File: src/rtl/uart_tx_serializer.sv
// uart_tx_serializer: UART transmit framer.
// Start bit, LSB-first payload, optional parity, one stop bit.
module uart_tx_serializer #(
    parameter int DATA_WIDTH = 8
) (
    input  logic                  clk,
    input  logic                  rst,
    input  logic [DATA_WIDTH-1:0] P_DATA,
    input  logic                  DATA_VALID,
    input  logic                  PAR_EN,
    input  logic                  PAR_TYP,
    input  logic [5:0]            PRESCALE,
    output logic                  TX_OUT,
    output logic                  Busy
);

    localparam int IW = (DATA_WIDTH > 1) ? $clog2(DATA_WIDTH) : 1;

    typedef enum logic [2:0] {
        IDLE,
        START,
        DATA,
        PARITY,
        STOP
    } state_t;

    state_t                state;
    state_t                state_nxt;
    logic [5:0]            edge_cnt;
    logic [5:0]            edge_nxt;
    logic [3:0]            bit_cnt;
    logic [3:0]            bit_nxt;
    logic [DATA_WIDTH-1:0] data_r;
    logic                  par_r;
    logic                  par_en_r;
    logic [5:0]            presc_r;
    logic                  accept;
    logic                  bit_end;
    logic                  last_bit;
    logic                  tx_d;
    logic                  busy_d;

    assign bit_end  = (edge_cnt == presc_r - 6'd1);
    assign last_bit = (bit_cnt == 4'(DATA_WIDTH - 1));

    // State and bit-timing counters.
    always_ff @(posedge clk) begin
        if (rst) begin
            state    <= IDLE;
            edge_cnt <= 6'd0;
            bit_cnt  <= 4'd0;
        end else begin
            state    <= state_nxt;
            edge_cnt <= edge_nxt;
            bit_cnt  <= bit_nxt;
        end
    end

    // Frame configuration, captured once per frame so the
    // frame in flight ignores later input changes.
    always_ff @(posedge clk) begin
        if (rst) begin
            data_r   <= '0;
            par_r    <= 1'b0;
            par_en_r <= 1'b0;
            presc_r  <= 6'd0;
        end else if (accept) begin
            data_r   <= P_DATA;
            par_r    <= (^P_DATA) ^ PAR_TYP;
            par_en_r <= PAR_EN;
            presc_r  <= (PRESCALE == 6'd0) ? 6'd1 : PRESCALE;
        end
    end

    // Next state, counters, and next line level.
    always_comb begin
        state_nxt = state;
        edge_nxt  = edge_cnt;
        bit_nxt   = bit_cnt;
        accept    = 1'b0;
        unique case (state)
            IDLE: begin
                edge_nxt = 6'd0;
                bit_nxt  = 4'd0;
                if (DATA_VALID) begin
                    accept    = 1'b1;
                    state_nxt = START;
                end
            end
            START: begin
                if (bit_end) begin
                    edge_nxt  = 6'd0;
                    bit_nxt   = 4'd0;
                    state_nxt = DATA;
                end else begin
                    edge_nxt = edge_cnt + 6'd1;
                end
            end
            DATA: begin
                if (bit_end) begin
                    edge_nxt = 6'd0;
                    if (last_bit) begin
                        bit_nxt   = 4'd0;
                        state_nxt = par_en_r ? PARITY : STOP;
                    end else begin
                        bit_nxt = bit_cnt + 4'd1;
                    end
                end else begin
                    edge_nxt = edge_cnt + 6'd1;
                end
            end
            PARITY: begin
                if (bit_end) begin
                    edge_nxt  = 6'd0;
                    state_nxt = STOP;
                end else begin
                    edge_nxt = edge_cnt + 6'd1;
                end
            end
            STOP: begin
                if (bit_end) begin
                    edge_nxt  = 6'd0;
                    state_nxt = IDLE;
                end else begin
                    edge_nxt = edge_cnt + 6'd1;
                end
            end
            default: begin
                state_nxt = IDLE;
                edge_nxt  = 6'd0;
                bit_nxt   = 4'd0;
            end
        endcase
    end

    // Line level and busy flag for the coming cycle,
    // decoded from the next state so the outputs can be flops.
    always_comb begin
        tx_d   = 1'b1;
        busy_d = 1'b1;
        unique case (state_nxt)
            IDLE: begin
                tx_d   = 1'b1;
                busy_d = 1'b0;
            end
            START:   tx_d = 1'b0;
            DATA:    tx_d = data_r[bit_nxt[IW-1:0]];
            PARITY:  tx_d = par_r;
            STOP:    tx_d = 1'b1;
            default: begin
                tx_d   = 1'b1;
                busy_d = 1'b0;
            end
        endcase
    end

    // Registered outputs keep the serial line glitch-free.
    always_ff @(posedge clk) begin
        if (rst) begin
            TX_OUT <= 1'b1;
            Busy   <= 1'b0;
        end else begin
            TX_OUT <= tx_d;
            Busy   <= busy_d;
        end
    end

endmodule

File: config.mk
export PLATFORM = sky130hd
export DESIGN_NAME = uart_tx_serializer
export DESIGN_NICKNAME = d
export VERILOG_FILES = /design/src/rtl/uart_tx_serializer.sv
export SDC_FILE = /design/constraint.sdc
export NUM_CORES = 1
export LEC_CHECK = 0
export ABC_AREA = 1
export CAP_MARGIN = 10
export CORE_ASPECT_RATIO = 1.75
export CORE_MARGIN = 4
export CORE_UTILIZATION = 45
export CTS_BUF_LIST = sky130_fd_sc_hd__clkbuf_4
export CTS_CLUSTER_DIAMETER = 150
export DETAILED_ROUTE_END_ITERATION = 16
export GPL_TIMING_DRIVEN = 0
export PLACE_DENSITY = 0.72
export SYNTH_ARGS = -nofsm -noshare
export SYNTH_HDL_FRONTEND = slang
export SYNTH_SLANG_ARGS = --single-unit
File: constraint.sdc
create_clock -name clk -period 3.9 [get_ports clk]
set_input_delay 0.78 -clock clk [delete_from_list [all_inputs] [get_ports clk]]
set_output_delay 0.78 -clock clk [all_outputs]
set_load 0.03 [all_outputs]
==> results of run 1 <==
per-stage QoR:
stage	area, sq um	power, mW	cells	utilization, %	hold WS (ns)
after floorplan	1725	0.4478	253	-	0.4411
after global placement	1973	0.4925	318	53.84	0.4525
after detailed placement	1973	0.4949	318	53.84	0.4564
after CTS	2026	0.6699	326	55.27	0.4707
after global routing	2026	0.7002	326	55.27	0.4900
final	2026	0.6649	326	55.27	0.4712
final cells by class:
type                            count  area [sq um]
Buffer                              4         15.01
Clock buffer                        6         45.04
Clock inverter                      2         7.507
Fill cell                         369          1639
Inverter                           33         123.9
Multi-Input combinational cell    185         965.9
Sequential cell                    31         620.6
Tap cell                           46         57.56
Timing Repair Buffer               19         190.2
routing by layer:
metal  global-route usage [%]  up-vias
met5                        0        -
met4                    9.148        0
met3                    3.974       15
met2                    33.40       32
met1                    16.49      719
li1                         -      871
path summary, 6_finish.rpt:
path / end / slack [ns]
setup / recovery: TX_OUT / 1.65
hold / removal: data_r[3] / 0.47
setup reg to reg: TX_OUT / 1.65
hold reg to reg: data_r[3] / 0.47
tightest hold or removal path, stage by stage (launching register included):
cell and delay (ns):
dfxtp_1 0.32, nand2_1 0.06, a21oi_1 0.05
synthesized netlist by cell type, drive strengths merged (2+ instances only):
master	n
nand2	67
nor2	32
dfxtp	31
inv	31
nand3	29
a21oi	21
o21ai	11
xnor2	7
xor2	6
clkbuf	3
ha	3
nor3	3
a31oi	2
clkinv	2
power by group:
part	total [mW]	internal (mW)	switching [mW]	leakage [nW]
Combinational	0.142	0.0591	0.0833	0.565
Clock	0.178	0.0735	0.104	0.0307
Sequential	0.345	0.333	0.0112	0.254
logic make-up after synthesis:
group,count (synthesis),share of synthesized area [%]
fa+ha+maj,3,2.176
simple gates,132,34.52
flops,31,35.97
buf+inv,37,8.049
xor+xnor,13,6.599
compound gates,37,12.69
state kept, by name, summed over array words and instances, names as in the netlist:
name and cells:
presc_r 6, Busy 1, state 3, par_en_r 1, data_r 8, bit_cnt 4
par_r 1, TX_OUT 1, edge_cnt 6
==> metrics, run 1 <==
worst setup path start presc_r[0]; min-delay src data_r[3]; pre-CTS WS about 1.7 ns; period utilization 57.70%; vias in the first global route roughly 1.6k; final-report max-slew violation count 0; Mapped Nets 275; worst r2r src presc_r[0]; clock latency on the worst-skew pair 0.33 ns; syn avg cell area ~7 sq um; Post-layout nets ~300; sequential area share after synthesis a little over a third; metal2 WL 2.220 mm; Ant. Diodes 0; DR pass1 iterations 4; critical path's top delay family simple AND/OR/NAND/NOR gates; CTS Buf Count 5; unrepaired setup endpoints after global routing false; Hold Fails Final Rpt 0; Highest Clock Rate approximately 440 MHz; setup bufs post-CTS 0; clock buffer depth 2; I/O pins 21; wire length per cell about 12 microns; die width about 55 microns; drt via density around 5; Worst path depth 15; global route overflow 0; Synth cell types 28; Pwr Density 328.3 mW/mm^2; FFs w/ async S/R, synth 0%; metal3 WL around 140 microns; crit path cell chain inv_1 > ha_1 > xnor2_1 > nor2_2 > nand3_4 > nor2_8 > nand2_1 > nand2_2 > nand2_2 > nand2_1 > nand3_1 > nand3_1 > nand2_1 > nand2_1 > nand3_1; CP Buf/Inv Count 1; status finished, final reports clean; Period minus WS final around 2.3 ns; share of layout cells above drive strength 1 around 8%; Die ar. 0.004928 sq mm; synthesized flop and latch total 31; Max-slew headroom 67.01%; clk_skew between 0.006 and 0.007 ns; Min-Delay Path Depth 2; clock tree from TritonCTS yes; Post-synth EDFFs 0; top-area cell type share of the netlist area between 30% and 40%; Initial Util 47.08%; hold_buf cts 0; Core Box Area between 0.003 and 0.004 sq mm; Top FF cell, synth dfxtp_1; Setup TNS 0 ns; synth warn 0; wl on met1 about 1.3 mm; gpl congestion between 0.8 and 0.9; setup slack after layout about 1.6 ns; commonest non-fill, non-tap cells in the layout nand2_1 (61), dfxtp_1 (31), nor2_1 (30), inv_1 (27), nand3_1 (27); Top Layer Used met4; critical path type register to register; Setup Viol. Count Final 0; H-tree levels 2; worst r2r path cells 15; WL final around 3.8 mm; CTS sink count 31; FP Rows 29; DRT iter0 DRCs 32; Reg clk slew, reported paths around 0.09 ns; Final ANT Viol Nets 0; Tot GR Track Use a little under a fifth; CP Launch Type register; worst vdd ir approximately 0.00030 V; Area Overhead vs Synth 17.40%; Chip Height between 80 and 90 microns; Least-Margin Pin Slew slightly below 0.5 ns; Yosys top cell by area dfxtp_1; CP max-delay cell dfxtp_1; initial antenna violation count 0; pin count of the biggest net entering global routing 11; Crit path largest cell delay 0.41 ns; Synth Cell Area around 0.0017 sq mm; Worst EP arrival 2.48 ns; post-CTS resize count 0; Hold WC Path Type register to register; first-pass GRT wire length between 6 and 7 mm; Critical Path End Type register; synth top area cells dfxtp_1 (36%), nand2_1 (13%), nand3_1 (7.8%); Crit path required time 4.13 ns; CTS Root Cell clkbuf_4; Cells after Synth 253; PortBufs 19; cell mode on critical path nand2_1; vias after detailed routing roughly 1.6k; Max Cap Viol 0; crit path max fanout 7; post-DP HPWL around 3.1 mm; most common cell after layout, fill and taps aside nand2_1; DR DRC count 0; P_leak about 0.85 nW
No activity file was read; power rests on OpenSTA's default activity.
==> run 2: changes to the inputs <==
==> constraint.sdc (replaced) <==
create_clock -name clk -period 2.25 [get_ports clk]
set_input_delay 0.45 -clock clk [delete_from_list [all_inputs] [get_ports clk]]
set_output_delay 0.45 -clock clk [all_outputs]
set_load 0.03 [all_outputs]
==> run 2 against run 1 <==
  * Combinational power up 78%
  * Cell count up 0.31%
  * Critical path type unchanged
  * Highest routed layer unchanged
  * Critical path depth unchanged
  * Clock skew down 0.0018 ns
  * Fmax up 6.2%
==> metrics, run 2 (synthesized netlist as in run 1, its figures left out) <==
Internal Power 0.8114 mW (+74%); vias after detailed routing 1640 (+0.18%); R2R Path End TX_OUT; die width 54.81 microns (unchanged); wire length per cell 11.78 microns (about the same); Crit path required time 2.48 ns (-1.65 ns); design area 0.002041 sq mm (+0.74%); CP Launch Type register; pin count of the biggest net entering global routing 11 (unchanged); clock latency on the worst-skew pair 0.33 ns (about the same); drt via density 5.015 (-0.12%); Cell Area, Placed 0.001973 sq mm (unchanged); biggest regs data_r x8, edge_cnt x6, presc_r x6; Period minus WS final 2.119 ns (-0.1310 ns); worst setup path start presc_r[0]; FP Rows 29 (unchanged); PortBufs 19 (unchanged); Pwr Density 567.6 mW/mm^2 (+73%); DR pass1 iterations 4 (unchanged); Core Box Area 0.003665 sq mm (unchanged); WL final 3.853 mm (+0.21%); Logic pwr share 21.8% (+0.4 points); DRT iter0 DRCs 20 (-38%); worst vdd ir 0.0005207 V (+73%); Worst Setup EP TX_OUT; Hold Fails Final Rpt 0 (unchanged); WHS 0.4713 ns (+0.0001370 ns); CTS Root Cell clkbuf_4; Post-layout nets 302 (+0.33%); clk_skew 0.004831 ns (-0.001755 ns); Tot GR Track Use 18.00% (unchanged); gpl congestion 0.8401 (unchanged); hold_buf cts 0 (unchanged); P_leak 0.8538 nW (+0.53%); worst r2r path cells 15 (unchanged); global route overflow 0 (unchanged); max FFs per register 8 (unchanged); Area Overhead vs Synth 18.27%; crit path max fanout 7 (unchanged); switching power 0.3470 mW (+74%); most flop-heavy register data_r; clock tree from TritonCTS yes; Die ar. 0.004928 sq mm (unchanged); Ant. Diodes 0 (unchanged); commonest non-fill, non-tap cells in the layout nand2_1 (61), dfxtp_1 (30), nor2_1 (30), nand3_1 (27), inv_1 (26); status finished, final reports clean; CTS Buf Count 5 (unchanged); final-report max-slew violation count 0 (unchanged); Max Cap Viol 0 (unchanged); unrepaired setup endpoints after global routing false; Chip Height 89.92 microns (unchanged); first-pass GRT wire length 6.561 mm (unchanged); clock network fraction of total power 26.7% (about the same); post-DP HPWL 3.136 mm (unchanged); share of layout cells above drive strength 1 9.609% (+1.8 points); Hold WC Path Type register to register; Reg clk slew, reported paths 0.09 ns (about the same); H-tree levels 2 (unchanged); Highest Clock Rate 471.8 MHz (+6.2%); period utilization 94.19% (+36 points); I/O pins 21 (unchanged); clock buffer depth 2 (unchanged); worst r2r src presc_r[0]; Sw Share 29.95% (+0.048 points); Initial Util 47.08% (unchanged); critical path type register to register; Setup TNS 0 ns (unchanged); Reg power frac 51.5% (-0.3 points); r2r setup slk 0.13 ns (-1.52 ns); vias in the first global route 1637 (unchanged); Least-Margin Pin Slew 0.4976 ns (+0.002861 ns); Setup Viol. Count Final 0 (unchanged); Critical Path End Type register; Final ANT Viol Nets 0 (unchanged); DR DRC count 0 (unchanged); initial antenna violation count 0 (unchanged); Max-slew headroom 66.82% (-0.19 points); CTS sink count 31 (unchanged); most common cell after layout, fill and taps aside nand2_1; Worst EP arrival 2.35 ns (-0.13 ns); fill count 365 (-1.1%)
==> run 2: how the worst min path moves through the flow <==
stage                  endpoint  slack (ns)   startpoint  cells past startpoint
floorplan           edge_cnt[0]        0.44  edge_cnt[0]                      1
global placement      data_r[3]        0.45    data_r[3]                      2
detailed placement    data_r[3]        0.46    data_r[3]                      2
CTS                   data_r[3]        0.47    data_r[3]                      2
global route          data_r[3]        0.49    data_r[3]                      2
finish                data_r[3]        0.47    data_r[3]                      2
==> run 2: per-stage QoR <==
| stage | total power, mW | util (%) | std cells | setup slack, ns |
|---|---|---|---|---|
| 3_3_place_gp | 0.8537 | 53.84 | 318 | 0.005422 |
| 4_1_cts | 1.161 | 55.27 | 326 | 0.0007490 |
| 2_1_floorplan | 0.7761 | - | 253 | 0.3298 |
| 6_report | 1.158 | 55.68 | 327 | 0.1306 |
| 5_1_grt | 1.220 | 55.68 | 327 | 0.001670 |
| 3_5_place_dp | 0.8578 | 53.84 | 318 | 0.01386 |
==> run 2: final cells by class <==
type	instances	area, sq um	share of cell area (%)
clock buffers	6	45.04	2.207
multi-input cells	185	972.2	47.64
inverters	33	123.9	6.070
well taps	46	57.56	2.820
plain buffers	4	15.01	0.7357
repair buffers	20	197.7	9.687
flip-flops and latches	31	621.8	30.47
clock inverters	2	7.507	0.3679
==> run 2: worst max-delay path, stage by stage, from the launching register on <==
cell and delay (ns):
dfxtp_2 0.33, inv_2 0.08, ha_2 0.28, xnor2_1 0.13, nor2_2 0.13, nand3_4 0.13, nor2_8 0.19, nand2_1 0.08
nand2_2 0.12, nand2_2 0.10, nand2_1 0.09, nand3_1 0.06, nand3_1 0.10, nand2_1 0.07, nand2_1 0.06, nand3_1 0.06
==> run 2: repair_timing <==
item | 4_1_cts | 5_1_grt
endpoints found under the hold margin | 0 | 0
resized for setup | 0 | 4
endpoints found under the setup margin | 0 | 2
setup buffers | 0 | 1
==> run 2: power groups by stage <==
stage / logic, mW / registers (mW) / clock network [mW]
2_1_floorplan: 0.165 / 0.611 / 0
3_3_place_gp: 0.244 / 0.609 / 0
3_5_place_dp: 0.248 / 0.610 / 0
4_1_cts: 0.249 / 0.597 / 0.315
5_1_grt: 0.283 / 0.600 / 0.337
6_report: 0.253 / 0.597 / 0.309
==> run 2: per-layer routing <==
layer / wire length [microns] / share of wire [%] / global-route usage, %
met3: 137 / 3.6 / 3.974
met4: 127 / 3.3 / 9.148
met1: 1349 / 35 / 16.49
met2: 2239 / 58 / 33.40
met5: 0 / 0 / 0
==> run 3: changes to the inputs <==
--- a/config.mk
+++ b/config.mk
@@ -9,12 +9,12 @@
 export CAP_MARGIN = 10
 export CORE_ASPECT_RATIO = 1.75
 export CORE_MARGIN = 4
-export CORE_UTILIZATION = 45
+export CORE_UTILIZATION = 33
 export CTS_BUF_LIST = sky130_fd_sc_hd__clkbuf_4
 export CTS_CLUSTER_DIAMETER = 150
 export DETAILED_ROUTE_END_ITERATION = 16
 export GPL_TIMING_DRIVEN = 0
-export PLACE_DENSITY = 0.72
+export PLACE_DENSITY = 0.59
 export SYNTH_ARGS = -nofsm -noshare
 export SYNTH_HDL_FRONTEND = slang
 export SYNTH_SLANG_ARGS = --single-unit
==> constraint.sdc (replaced) <==
create_clock -name clk -period 1.9 [get_ports clk]
set_input_delay 0.38 -clock clk [delete_from_list [all_inputs] [get_ports clk]]
set_output_delay 0.38 -clock clk [all_outputs]
set_load 0.03 [all_outputs]
==> run 3 against run 2 <==
  * The run now ends with setup timing left
  * Via count is 3.0% higher
  * Fmax down 1.2%
  * Non-clock buffer count rose by 8
  * Clock skew increased by 0.0047 ns
  * Cell count grew 4.9%
  * Flip-flop and latch count unchanged
==> metrics, run 3 (synthesized netlist as in run 1, its figures left out) <==
clock buffer depth 2 (unchanged); Pwr Density 614.5 mW/mm^2 (+8.2%); PortBufs 19 (unchanged); multi-input gate area in the final layout 0.001135 sq mm (+17%); R2R Path End TX_OUT; Period minus WS final 2.145 ns (+0.02590 ns); CTS Buf Count 5 (unchanged); hold path endpoint data_r[3]; clock tree from TritonCTS yes; pin count of the biggest net entering global routing 11 (unchanged); period utilization 112.9% (+19 points); failing checks setup timing; CTS sink count 31 (unchanged); P_leak 0.9677 nW (+13%); Post-Layout Cell Count 343 (+4.9%); post-DP HPWL 3.328 mm (+6.1%); Setup TNS -0.7278 ns (-0.7278 ns); final-report max-slew violation count 0 (unchanged); Hold WC Path Type register to register; CP Launch Type register; Logic pwr share 23.9% (+2.1 points); global route overflow 0 (unchanged); Internal Power 0.9826 mW (+21%); Initial Util 34.37% (-13 points); fill count 541 (+48%); Chip Height 103.7 microns (+15%); CTS Root Cell clkbuf_4; unrepaired setup endpoints after global routing true; # placed instances 326 (+2.5%); status finished, violations left; Setup Viol. Count Final 7 (+7); Min-Delay Path Depth 2 (unchanged); most flop-heavy register data_r; first-pass GRT wire length 7.044 mm (+7.4%); vias in the first global route 1628 (-0.55%); biggest regs data_r x8, edge_cnt x6, presc_r x6; wl on met1 1.484 mm (+10%); DRT iter0 DRCs 38 (+90%); most common cell after layout, fill and taps aside nand2_1; H-tree levels 2 (unchanged); wire length per cell 12.69 microns (+7.7%); Reg power frac 49.8% (-1.7 points); metal2 WL 2.575 mm (+15%); clock latency on the worst-skew pair 0.33 ns (about the same); initial antenna violation count 0 (unchanged); Core Box Area 0.005020 sq mm (+37%); Reg clk slew, reported paths 0.09 ns (about the same); vias after detailed routing 1689 (+3.0%); gpl congestion 0.8056 (-4.1%); commonest non-fill, non-tap cells in the layout nand2_1 (50), nor2_1 (30), dfxtp_1 (29), inv_1 (25); WL final 4.351 mm (+13%); Die ar. 0.006495 sq mm (+32%); min-delay src data_r[3]; worst r2r src presc_r[1]; DR DRC count 0 (unchanged); Tot GR Track Use 13.92% (-4.1 points); Max Cap Viol 0 (unchanged); FF/Latch Area 625.6 sq um (+0.60%); Area Overhead vs Synth 34.08%; DR pass1 iterations 4 (unchanged); Top Layer Used met4; I/O pins 21 (unchanged); clock network fraction of total power 26.3% (-0.4 points); worst vdd ir 0.0003703 V (-29%); max FFs per register 8 (unchanged); Sw Share 30.88% (+0.93 points); worst r2r path cells 17 (+2); critical path type register to register; drt via density 4.924 (-1.8%); Worst EP arrival 2.42 ns (+0.07 ns); hold_buf cts 0 (unchanged); switching power 0.4389 mW (+27%); Hold Fails Final Rpt 0 (unchanged); metal3 WL 146 microns (+6.6%); share of layout cells above drive strength 1 22.49% (+13 points); Crit path required time 2.18 ns (-0.30 ns); crit path max fanout 5 (-2); setup slack after layout -0.2453 ns (-0.3759 ns); Critical Path End Type register; FP Rows 34 (+17%); Highest Clock Rate 466.1 MHz (-1.2%); Post-layout nets 310 (+2.6%); Ant. Diodes 0 (unchanged); die width 62.66 microns (+14%); Max-slew headroom 64.20% (-2.6 points); r2r setup slk -0.25 ns (-0.38 ns); clk_skew 0.009492 ns (+0.004662 ns); Final ANT Viol Nets 0 (unchanged); Least-Margin Pin Slew 0.5370 ns (+0.03931 ns)
## run 3: changes by cell type in the layout (fill, tap and decap cells not counted), sizes merged
cell / before / now
buf: 2 / 10
inv: 31 / 32
clkinv: 4 / 3
## run 3: power by group through the flow
stage,sequential [mW],clock [mW],combinational [mW]
after global placement,0.723,0,0.306
after detailed placement,0.723,0,0.311
after floorplan,0.725,0,0.205
after global routing,0.712,0.413,0.378
final,0.708,0.374,0.340
after CTS,0.707,0.383,0.325
## run 3: through the flow
| stage | util [%] | total power [mW] | hold WS (ns) | worst slack [ns] | cell area, sq um |
|---|---|---|---|---|---|
| floorplan | - | 0.9298 | 0.4411 | -0.007608 | 1753 |
| global placement | 40.05 | 1.030 | 0.4528 | -0.2898 | 2011 |
| detailed placement | 40.05 | 1.035 | 0.4570 | -0.2896 | 2011 |
| CTS | 42.77 | 1.416 | 0.4715 | -0.1833 | 2147 |
| global route | 46.09 | 1.504 | 0.4900 | -0.3788 | 2313 |
| finish | 46.09 | 1.422 | 0.4689 | -0.2453 | 2313 |
## run 3: layout make-up
type,instances,area share [%]
timing repair buffer,28,12.39
inverter,33,5.679
tap,54,2.920
clock buffer,6,1.947
buffer,4,0.6490
multi-input combinational,185,49.05
clock inverter,2,0.3245
sequential,31,27.04
## run 3: layer usage
| metal | up-vias | track usage [%] |
|---|---|---|
| li1 | 886 | - |
| met3 | 13 | 2.925 |
| met4 | 0 | 7.267 |
| met5 | - | 0 |
| met1 | 757 | 11.46 |
| met2 | 33 | 28.95 |
## run 3: timing repair
item	CTS	global route
pin swaps	8	12
endpoints found under the setup margin	6	7
resized for setup	15	25
setup buffers	4	5
## run 3: how the worst max path moves through the flow
stage               start      to  depth (start not counted)
2_1_floorplan  presc_r[0]  TX_OUT                         11
3_3_place_gp   presc_r[0]  TX_OUT                         15
3_5_place_dp   presc_r[0]  TX_OUT                         15
4_1_cts        presc_r[1]  TX_OUT                         15
5_1_grt        presc_r[1]  TX_OUT                         17
6_report       presc_r[1]  TX_OUT                         17
## run 3: worst max-delay path, cell delays in order, from the launching register on
cell     delay, ns
dfxtp_2       0.34
inv_2         0.05
ha_4          0.24
xnor2_2       0.13
nor2_2        0.15
nand3_4       0.14
nor2_8        0.18
buf_12        0.13
nand2_4       0.06
nand2_4       0.07
nand2_4       0.08
nand2_4       0.11
nand2_1       0.07
nand3_2       0.07
nand3_2       0.08
nand2_2       0.07
nand2_1       0.05
nand3_1       0.07
